**src/rtl/prog_loader_if.sv**
```systemverilog
// Byte-stream input, instruction RAM write port and CPU release status for prog_loader.
// master = byte source / RAM / CPU side, slave = the loader.
interface prog_loader_if #(
    parameter int unsigned MEM_DEPTH = 256
) ();
    localparam int unsigned AW = $clog2(MEM_DEPTH);

    logic          in_valid;
    logic [7:0]    in_data;
    logic          in_ready;
    logic          mem_we;
    logic [AW-1:0] mem_addr;
    logic [31:0]   mem_wdata;
    logic          cpu_reset;
    logic          done;
    logic          error;

    modport master (
        output in_valid, in_data,
        input  in_ready, mem_we, mem_addr, mem_wdata, cpu_reset, done, error
    );

    modport slave (
        input  in_valid, in_data,
        output in_ready, mem_we, mem_addr, mem_wdata, cpu_reset, done, error
    );
endinterface

```
**src/rtl/prog_loader.sv**
```systemverilog
// Loads a checksummed, length-prefixed byte image into instruction RAM word by word
// from address 0 and holds the CPU in reset until the image is verified.
module prog_loader #(
    parameter int unsigned MEM_DEPTH = 256
) (
    input logic         clk,
    input logic         reset,
    prog_loader_if.slave bus
);
    localparam int unsigned AW = $clog2(MEM_DEPTH);
    localparam int unsigned CW = 17;

    typedef enum logic [2:0] {
        HDR_HI,
        HDR_LO,
        DATA,
        CSUM,
        DONE,
        ERR
    } state_t;

    state_t        state_q, state_d;
    logic [7:0]    nhi_q, nhi_d;
    logic [CW-1:0] nwords_q, nwords_d;
    logic [CW-1:0] wcnt_q, wcnt_d;
    logic [AW-1:0] addr_q, addr_d;
    logic [1:0]    bidx_q, bidx_d;
    logic [23:0]   asm_q, asm_d;
    logic [7:0]    sum_q, sum_d;
    logic          mem_we_q, mem_we_d;
    logic [AW-1:0] mem_addr_q, mem_addr_d;
    logic [31:0]   mem_wdata_q, mem_wdata_d;
    logic          in_ready_q, in_ready_d;
    logic          cpu_reset_q, cpu_reset_d;
    logic          done_q, done_d;
    logic          error_q, error_d;

    logic          accept;
    logic [15:0]   hdr_n;

    assign accept = bus.in_valid && in_ready_q;
    assign hdr_n  = {nhi_q, bus.in_data};

    // State and datapath registers
    always_ff @(posedge clk) begin
        if (reset) begin
            state_q     <= HDR_HI;
            nhi_q       <= '0;
            nwords_q    <= '0;
            wcnt_q      <= '0;
            addr_q      <= '0;
            bidx_q      <= '0;
            asm_q       <= '0;
            sum_q       <= '0;
            mem_we_q    <= 1'b0;
            mem_addr_q  <= '0;
            mem_wdata_q <= '0;
            in_ready_q  <= 1'b1;
            cpu_reset_q <= 1'b1;
            done_q      <= 1'b0;
            error_q     <= 1'b0;
        end else begin
            state_q     <= state_d;
            nhi_q       <= nhi_d;
            nwords_q    <= nwords_d;
            wcnt_q      <= wcnt_d;
            addr_q      <= addr_d;
            bidx_q      <= bidx_d;
            asm_q       <= asm_d;
            sum_q       <= sum_d;
            mem_we_q    <= mem_we_d;
            mem_addr_q  <= mem_addr_d;
            mem_wdata_q <= mem_wdata_d;
            in_ready_q  <= in_ready_d;
            cpu_reset_q <= cpu_reset_d;
            done_q      <= done_d;
            error_q     <= error_d;
        end
    end

    // Next-state, datapath and output logic
    always_comb begin
        state_d     = state_q;
        nhi_d       = nhi_q;
        nwords_d    = nwords_q;
        wcnt_d      = wcnt_q;
        addr_d      = addr_q;
        bidx_d      = bidx_q;
        asm_d       = asm_q;
        sum_d       = sum_q;
        mem_we_d    = 1'b0;
        mem_addr_d  = mem_addr_q;
        mem_wdata_d = mem_wdata_q;

        case (state_q)
            HDR_HI: begin
                if (accept) begin
                    nhi_d   = bus.in_data;
                    state_d = HDR_LO;
                end
            end
            HDR_LO: begin
                if (accept) begin
                    nwords_d = CW'(hdr_n);
                    wcnt_d   = '0;
                    addr_d   = '0;
                    bidx_d   = '0;
                    sum_d    = '0;
                    if (hdr_n == 16'd0) begin
                        state_d = CSUM;
                    end else if (32'(hdr_n) > MEM_DEPTH) begin
                        state_d = ERR;
                    end else begin
                        state_d = DATA;
                    end
                end
            end
            DATA: begin
                if (accept) begin
                    sum_d  = sum_q + bus.in_data;
                    bidx_d = bidx_q + 2'd1;
                    asm_d  = {asm_q[15:0], bus.in_data};
                    // Fourth byte completes the word; the first three live in asm_q
                    if (bidx_q == 2'd3) begin
                        mem_we_d    = 1'b1;
                        mem_addr_d  = addr_q;
                        mem_wdata_d = {asm_q, bus.in_data};
                        addr_d      = addr_q + AW'(1);
                        wcnt_d      = wcnt_q + CW'(1);
                        if ((wcnt_q + CW'(1)) == nwords_q) begin
                            state_d = CSUM;
                        end
                    end
                end
            end
            CSUM: begin
                if (accept) begin
                    state_d = (bus.in_data == sum_q) ? DONE : ERR;
                end
            end
            DONE, ERR: begin
                state_d = state_q;
            end
            default: begin
                state_d = ERR;
            end
        endcase

        in_ready_d  = (state_d != DONE) && (state_d != ERR);
        cpu_reset_d = (state_d != DONE);
        done_d      = (state_d == DONE);
        error_d     = (state_d == ERR);
    end

    assign bus.in_ready  = in_ready_q;
    assign bus.mem_we    = mem_we_q;
    assign bus.mem_addr  = mem_addr_q;
    assign bus.mem_wdata = mem_wdata_q;
    assign bus.cpu_reset = cpu_reset_q;
    assign bus.done      = done_q;
    assign bus.error     = error_q;
endmodule

```
**src/flat_wrapper.sv**
```systemverilog
// flat-port wrapper written by rule: the top's interface ports become plain ports
module prog_loader_flat 
#(
    parameter int unsigned MEM_DEPTH = 256
)
  (clk, reset, bus_in_valid, bus_in_data, bus_in_ready, bus_mem_we, bus_mem_addr, bus_mem_wdata, bus_cpu_reset, bus_done, bus_error);
  prog_loader_if #(.MEM_DEPTH(MEM_DEPTH)) bus_i ();
  input logic clk;
  input logic reset;
  input wire logic [$bits(bus_i.in_valid)-1:0] bus_in_valid;
  input wire logic [$bits(bus_i.in_data)-1:0] bus_in_data;
  output wire logic [$bits(bus_i.in_ready)-1:0] bus_in_ready;
  output wire logic [$bits(bus_i.mem_we)-1:0] bus_mem_we;
  output wire logic [$bits(bus_i.mem_addr)-1:0] bus_mem_addr;
  output wire logic [$bits(bus_i.mem_wdata)-1:0] bus_mem_wdata;
  output wire logic [$bits(bus_i.cpu_reset)-1:0] bus_cpu_reset;
  output wire logic [$bits(bus_i.done)-1:0] bus_done;
  output wire logic [$bits(bus_i.error)-1:0] bus_error;
  assign bus_i.in_valid = bus_in_valid;
  assign bus_i.in_data = bus_in_data;
  assign bus_in_ready = bus_i.in_ready;
  assign bus_mem_we = bus_i.mem_we;
  assign bus_mem_addr = bus_i.mem_addr;
  assign bus_mem_wdata = bus_i.mem_wdata;
  assign bus_cpu_reset = bus_i.cpu_reset;
  assign bus_done = bus_i.done;
  assign bus_error = bus_i.error;
  prog_loader #(.MEM_DEPTH(MEM_DEPTH)) u_core (.clk(clk), .reset(reset), .bus(bus_i));
endmodule
```
**config.mk**
```make
export PLATFORM = sky130hd
export DESIGN_NAME = prog_loader_flat
export DESIGN_NICKNAME = d
export VERILOG_FILES = /design/src/rtl/prog_loader_if.sv /design/src/rtl/prog_loader.sv /design/src/flat_wrapper.sv
export SDC_FILE = /design/constraint.sdc
export NUM_CORES = 1
export LEC_CHECK = 0
export CAP_MARGIN = 40
export CORE_MARGIN = 1
export CORE_UTILIZATION = 50
export CTS_CLUSTER_SIZE = 25
export DETAILED_ROUTE_END_ITERATION = 16
export PLACE_DENSITY = 0.73
export SLEW_MARGIN = 20
export SYNTH_ARGS = -nofsm -noshare
export SYNTH_HDL_FRONTEND = slang
export SYNTH_SLANG_ARGS = --single-unit
```
**constraint.sdc**
```tcl
create_clock -name clk -period 4.27 [get_ports clk]
set_input_delay 1.0675 -clock clk [delete_from_list [all_inputs] [get_ports clk]]
set_output_delay 1.0675 -clock clk [all_outputs]
set_load 0.1 [all_outputs]
```
# Yosys cells after proc, flatten, opt, wreduce, memory -nomap -nowiden
# Cells that the tools add are included.
# W data, S select, Z words.
# totals
register_bits	131
inputBits	11
word_cells	74
# op_classes
addsub	4
order_cmp	1
eq_ne	15
mux	24
n_bitwise	2
reduce_logical	13
# op_table
operator	count
$mux W17	3
$pmux W17 S2	1
$mux W8	4
$pmux W8 S2	2
$mux W3	8
$add A17 B1 Y17 const B	1
$eq A17 B16 Y1	1
$gt A16 B9 Y1 const B	1
$logic_not A16 Y1	1
$pmux W3 S5	1
$eq A3 B3 Y1 const B	4
$add A8 B1 Y8 const B	1
$add A8 B8 Y8	1
$eq A8 B8 Y1	1
$eq A3 B2 Y1 const B	2
$ne A2 B1 Y1 const B	3
$ne A3 B3 Y1 const B	2
$reduce_and A2 Y1	3
$reduce_and A3 Y1	2
$mux W2	2
$pmux W2 S2	1
$reduce_and A4 Y1	1
$eq A3 B1 Y1 const B	1
$logic_not A3 Y1	1
other kinds (8)	11

# Logic depth before layout (Yosys ltp)
# Gate-level depths: netlist (run 1).
# logic_depth
ltp_word	8
ltp_mapped	8
ltp_nobuf	8

# Worst setup path after synthesis (run 1)
# OpenSTA, ideal clock, no wires.
# synth_path
path_kind	input to register
from	input bus_in_data[2]
to	register u_core.sum_q[7]
setup_time_ns	0.060
t_arrival_ns	2.600
path_slack_ns	1.610
cell_stages	7
cell_sequence	ha_1 -> inv_1 -> o21ai_0 -> a2111oi_0 -> or3_1 -> a2111oi_0 -> a311o_1
# synth_via
elab_chain_cells	3
# synth_rtl
item	line	rtl
start: declaration	flat_wrapper.sv:11	input wire logic [$bits(bus_i.in_data)-1:0] bus_in_data;
$add A8 B8 Y8	prog_loader.sv:120	sum_d = sum_q + bus.in_data;
$mux W8	prog_loader.sv:119	if (accept) begin
$pmux W8 S2	prog_loader.sv:95	case (state_q)
end signal: assignment	prog_loader.sv:70	sum_q <= sum_d;
end: declaration	prog_loader.sv:29	logic [7:0] sum_q, sum_d;
# No other way between the ends. The select of a mux whose other input is x is not followed.
# A chain may end at the register's enable or synchronous reset.

# Final worst setup path (run 1)
# layout_path
from	input bus_in_data[1]
to	register u_core.sum_q[7]
# Same word-level chain as after synthesis.

==> run_results.csv, run 1 <==
group,metric,value,unit
sta,setup_viol,0,
flow_run,cap_violations,0,
cells_and_area,layout_common_cells,"189 x nand2_1, 131 x dfxtp_1, 105 x a21oi_1",
clock_tree,cts_post_setup_buffers_inserted,0,
cells_and_area,fillCellCount,840,
synth,yosys_warnings,0,
sta,fin_crit_sh,0.7365,
detailed_routing,drt_wl_total,14.06,mm
power_and_ir_drop,p_leak,2.757,nW
synth,synth_top_cell_area_share,0.4569,
placed_design,place_inst,916,
synth,yosysTopAreaCell,"dfxtp_1",
placed_design,pre_cts_slack,0.7701,ns
sta,setup_slack,1.125,ns
cells_and_area,diodes,0,
clock_tree,cts_made_buffers,17,
detailed_routing,vias,5244,
floorplan,core_area,0.01103,mm2
sta,finalCriticalPeriod,3.145,ns
detailed_routing,wl_per_cell,14.84,um
sta,worst_slew_pin_slew,0.8554,ns
cells_and_area,final_common_cell,"nand2_1",
sta,fmax,318.0,MHz
hold_path,worst_hold_startpoint,"u_core.bus.mem_addr[2]",
floorplan,die_h,109.1,um
sta,grt_setup_unrepaired,"no",
placed_design,gp_congestion,0.9040,
setup_path,reg2reg_depth,6,
run_status,status,"finished clean",
detailed_routing,routed_via_density,5.532,
setup_path,timing.rr.end,"u_core.state_q[0]",
power_and_ir_drop,total_power,2.883,mW
floorplan,row_count,38,
setup_path,critical_path_arrival,3.49,ns
setup_path,r2r_start,"u_core.wcnt_q[0]",
synth,synth.area.top_cells,"dfxtp_1 46%, nand2_1 12%, a21oi_1 9.2%",
synth,ys_seq_elements,131,
clock_tree,cts.clk_slew.worst_paths,0.06,ns
floorplan,pin_count,56,
hold_path,whs_endpoint,"u_core.bus.mem_addr[2]",
setup_path,cp_max_fo,7,
setup_path,r2r_slack,1.65,ns
power_and_ir_drop,vdd_ir_drop_max,0.0002674,V
cells_and_area,areaGrowthSynthToFinish,32.20,%
detailed_routing,drc,0,
detailed_routing,drt-initial-drc-count,281,
clock_tree,clockRootBuffer,"clkbuf_16",
placed_design,hpwl,9.452,mm
floorplan,dieArea,0.01191,mm2
detailed_routing,ant_nets,0,
clock_tree,clockBufferDepth,2,
setup_path,startpoint_type,"input port",
cells_and_area,drive_above_1_share,0.1275,
synth,syn_inst,719,
sta,drv_slew,0,
synth,syn-num-nets,741,
cells_and_area,final_cell_area,0.007587,mm2
floorplan,initial_core_util,0.5203,
clock_tree,htreeDepth,4,
placed_design,numPortBuffers,55,
hold_path,whs_path_depth,2,
clock_tree,cts_tree,"done",
grt,grt.total_usage,0.2562,
synth,synth.cell_area,0.005739,mm2
hold_path,hold_path_class,"register to register",
clock_tree,ctsHoldBuffers,0,
synth,yosysUniqueCellTypes,53,
clock_tree,clock_latency,0.42,ns
sta,setup_tns,0,ns
sta,hold_viol,0,
synth,synth.avg_cell_area,7.982,um2
clock_tree,post_cts_resized,0,
grt,antenna_found_initial,0,
placed_design,post_dp_cell_area,0.007025,mm2
power_and_ir_drop,powerDensity,380.0,mW/mm2
grt,grt_overflow_total,0,
setup_path,critPathKind,"input port to register",
grt,grt_max_degree,74,
floorplan,die_w,109.1,um
grt,grt_pass1_wl,23.92,mm
setup_path,crit_path_end_kind,"register",
detailed_routing,first_pass_iters,5,
clock_tree,cts_sinks,131,
setup_path,crit_required,4.62,ns
grt,first_global_vias,5093,
sta,fin_skew,0.01355,ns
cells_and_area,fin_nets,817,
sta,maxSlewHeadroom,0.4266,
synth,ys_seq_area_frac,0.4569,
cells_and_area,instances_no_fill,948,
==> cell usage after synthesis (all sizes together) <==
cell type  number
a2111o          1
a2111oi         2
a211oi          4
a21o            1
a21oi         105
a22oi           2
a311o           1
a311oi          4
a31oi           4
a41oi           1
and2            2
and3            5
and4            3
buf            11
clkbuf         42
dfxtp         131
fa              1
ha             10
inv             5
mux2            1
mux2i          11
nand2         189
nand2b          4
nand3          20
nand3b          5
nand4          11
nor2           41
nor2b           6
nor3           16
nor3b           4
nor4           11
o2111a          1
o2111ai         1
o21ai          18
o21bai          2
o31a            2
o32ai           1
or2             3
or3             2
or3b            1
or4             1
xnor2          14
xor2           19
==> per-layer routing <==
metal,vias up,wire length [um],part of all wire,track usage
li1,2601,-,-,-
met1,2472,6190,0.44,0.3262
met2,141,6958,0.49,0.4281
met3,30,649,0.046,0.04782
met4,0,266,0.019,0.09749
met5,-,0,0,0
==> area by class of cell <==
class / instances / area (um2) / area share
clock inverters: 15 / 136.4 / 0.01797
clock buffers: 17 / 425.4 / 0.05607
inverters: 5 / 18.77 / 0.002474
well taps: 140 / 175.2 / 0.02309
flip-flops and latches: 131 / 2623 / 0.3456
multi-input cells: 530 / 2890 / 0.3809
repair buffers: 110 / 1319 / 0.1738
==> state kept, by name (all words and copies together) (netlist names) <==
signal                cells
u_core.addr_q             8
u_core.sum_q              8
u_core.bus.done           1
u_core.nwords_q          16
u_core.bus.cpu_reset      1
u_core.bus.error          1
u_core.bus.in_ready       1
u_core.state_q            3
u_core.bidx_q             2
u_core.bus.mem_we         1
u_core.wcnt_q            17
u_core.bus.mem_addr       8
u_core.nhi_q              8
u_core.asm_q             24
u_core.bus.mem_wdata     32
==> through the flow <==
step,hold slack [ns],utilization
after floorplan,0.4322,-
after global placement,0.4442,0.5732
final,0.4514,0.6878
after global routing,0.4751,0.6878
after detailed placement,0.4474,0.6369
after CTS,0.4566,0.6878
==> power by group <==
part           leakage, nW  switching, mW  total [mW]  internal, mW
sequential            1.06         0.0264        1.27          1.25
combinational         1.43          0.153       0.239        0.0865
clock                0.269          0.603        1.37         0.767
==> how the worst max path moves through the flow <==
| stage | from | end | slack, ns |
|---|---|---|---|
| 6_report | bus_in_data[1] | u_core.sum_q[7] | 1.13 |
| 5_1_grt | bus_in_data[2] | u_core.sum_q[7] | 0.90 |
| 4_1_cts | bus_in_data[1] | u_core.sum_q[7] | 1.19 |
| 3_5_place_dp | bus_in_data[1] | u_core.sum_q[7] | 0.77 |
| 3_3_place_gp | bus_in_valid | u_core.wcnt_q[15] | 0.87 |
| 2_1_floorplan | bus_in_data[2] | u_core.sum_q[7] | 1.61 |
==> worst max-delay path: stages <==
cell,delay (ns)
clkdlybuf4s50_1,0.58
ha_1,0.39
a21oi_1,0.09
o21ai_0,0.23
a2111oi_0,0.14
or3_1,0.41
a2111oi_0,0.42
a311o_1,0.17
==> cells by family after synthesis <==
logic type                 synth area share
DFF                                  0.4569
muxes                               0.02115
adders and majority gates           0.02529
xor gates and xnor gates            0.05036
buffers and inverters               0.04164
and+or+nand+nor                      0.2575
AOI/OAI and AO/OA                    0.1472
Note: power is estimated with default switching activity, not from simulation.
==> run 2: changes to the inputs <==
==> constraint.sdc (replaced) <==
create_clock -name clk -period 3.05 [get_ports clk]
set_input_delay 0.7625 -clock clk [delete_from_list [all_inputs] [get_ports clk]]
set_output_delay 0.7625 -clock clk [all_outputs]
set_load 0.1 [all_outputs]
==> run_results.csv, run 2 (synthesis results as in run 1) <==
group,metric,value,unit
run_status,status,"finished clean",
placed_design,post_dp_cell_area,0.006335,mm2
power_and_ir_drop,combPwrFrac,0.082,
placed_design,place_inst,885,
floorplan,initial_core_util,0.5203,
setup_path,timing.rr.end,"u_core.state_q[0]",
setup_path,critPathKind,"input port to register",
hold_path,whs_path_depth,2,
placed_design,gp_congestion,0.9263,
power_and_ir_drop,swShare,0.2420,
detailed_routing,drt-initial-drc-count,224,
floorplan,pin_count,56,
cells_and_area,final_common_cell,"nand2_1",
placed_design,pre_cts_slack,0.05908,ns
floorplan,die_h,109.1,um
cells_and_area,final_cell_area,0.006923,mm2
setup_path,reg2reg_depth,6,
placed_design,numPortBuffers,55,
clock_tree,cts_post_setup_buffers_inserted,0,
grt,grt.total_usage,0.2381,
clock_tree,clockBufferDepth,2,
setup_path,critPathMaxStageDelay,0.43,ns
grt,first_global_vias,4768,
floorplan,row_count,38,
flow_run,cap_violations,0,
setup_path,r2r_slack,0.69,ns
sta,worst_slew_pin_slew,0.7135,ns
power_and_ir_drop,total_power,4.116,mW
setup_path,r2r_start,"u_core.wcnt_q[5]",
grt,grt_overflow_total,0,
sta,grt_setup_unrepaired,"no",
cells_and_area,largest_register_ffs,32,
clock_tree,cts_made_buffers,17,
power_and_ir_drop,p_clk_frac,0.484,
setup_path,crit_path_end_kind,"register",
power_and_ir_drop,p_sw,0.9959,mW
cells_and_area,layout_common_cells,"189 x nand2_1, 131 x dfxtp_1, 105 x a21oi_1",
clock_tree,cts_tree,"done",
cells_and_area,final_util,0.6276,
sta,setup_tns,0,ns
setup_path,crit_required,3.41,ns
clock_tree,clock_latency,0.41,ns
grt,grt_max_degree,108,
hold_path,whs_endpoint,"u_core.bus.mem_addr[5]",
clock_tree,htreeDepth,4,
setup_path,startpoint_type,"input port",
detailed_routing,routed_via_density,5.553,
setup_path,cp_max_fo,4,
sta,hold_ws,0.4518,ns
sta,fmax,386.4,MHz
power_and_ir_drop,powerDensity,594.5,mW/mm2
cells_and_area,fillCellCount,964,
cells_and_area,instances_no_fill,917,
placed_design,hpwl,8.947,mm
cells_and_area,drive_above_1_share,0.1493,
clock_tree,post_cts_resized,0,
power_and_ir_drop,vdd_ir_drop_max,0.0004475,V
clock_tree,clockRootBuffer,"clkbuf_16",
sta,hold_viol,0,
setup_path,cp_slowest_cell,"clkdlybuf4s50_1",
detailed_routing,vias,5092,
setup_path,path_common_cell,"a2111oi_0",
clock_tree,ctsHoldBuffers,0,
detailed_routing,drc,0,
hold_path,worst_hold_startpoint,"u_core.bus.mem_addr[5]",
grt,antenna_found_initial,0,
power_and_ir_drop,p_seq_frac,0.433,
sta,fin_crit_sh,0.8485,
clock_tree,cts_sinks,131,
detailed_routing,wl_per_cell,14.46,um
grt,grt_pass1_wl,22.02,mm
floorplan,core_area,0.01103,mm2
detailed_routing,drt_wl_total,13.26,mm
sta,drv_slew,0,
cells_and_area,fin_nets,786,
sta,maxSlewHeadroom,0.5200,
sta,finalCriticalPeriod,2.588,ns
hold_path,hold_path_class,"register to register",
detailed_routing,ant_nets,0,
floorplan,die_w,109.1,um
floorplan,dieArea,0.01191,mm2
detailed_routing,first_pass_iters,5,
power_and_ir_drop,p_leak,2.604,nW
power_and_ir_drop,p_int,3.120,mW
sta,fin_skew,0.006696,ns
clock_tree,cts.clk_slew.worst_paths,0.06,ns
sta,setup_slack,0.4622,ns
cells_and_area,areaGrowthSynthToFinish,20.62,%
setup_path,cp_cell_sequence,"clkdlybuf4s50_1 > ha_1 > inv_1 > o21ai_0 > a2111oi_0 > or3_1 > a2111oi_0 > a311o_1",
cells_and_area,diodes,0,
sta,setup_viol,0,
setup_path,critical_path_arrival,2.95,ns
run 2: routing by layer:
metal  part of all wire  wire length (um)  vias to the layer above  track usage
li1                   -                 -                     2541            -
met1               0.44              5810                     2389       0.2879
met2               0.49              6450                      127       0.3931
met3              0.047               628                       35      0.05619
met4              0.028               373                        0       0.1216
met5                  0                 0                        -            0
run 2: worst max-delay path by stage:
stage | startpoint | end | slack, ns
detailed placement | bus_in_data[2] | u_core.sum_q[7] | 0.06
finish | bus_in_data[2] | u_core.sum_q[7] | 0.46
CTS | bus_in_data[2] | u_core.sum_q[7] | 0.49
floorplan | u_core.bus.in_ready | u_core.sum_q[6] | 0.50
global route | bus_in_data[2] | u_core.sum_q[7] | 0.22
global placement | bus_in_data[2] | u_core.sum_q[7] | 0.12
run 2: area by class of cell:
class | instances | area [um2] | area share
multi-input cells | 530 | 2890 | 0.4175
flip-flops and latches | 131 | 2623 | 0.3788
repair buffers | 79 | 628.1 | 0.09073
clock buffers | 20 | 456.7 | 0.06597
well taps | 140 | 175.2 | 0.02530
clock inverters | 12 | 131.4 | 0.01898
inverters | 5 | 18.77 | 0.002711
run 2: critical path: cells and delay by family:
family                   cells  cell delay (ns)
AO/OA/AOI/OAI                4             0.91
AND/OR/NAND/NOR              1             0.41
buffers and inverters        2             0.50
adder cells (fa/ha/maj)      1             0.36
run 2: power by group through the flow:
stage	clock network [mW]	registers (mW)	logic (mW)
after CTS	2.03	1.78	0.336
final	1.99	1.78	0.338
after floorplan	0	1.84	0.203
after detailed placement	0	1.82	0.334
after global routing	2.10	1.79	0.368
after global placement	0	1.82	0.328
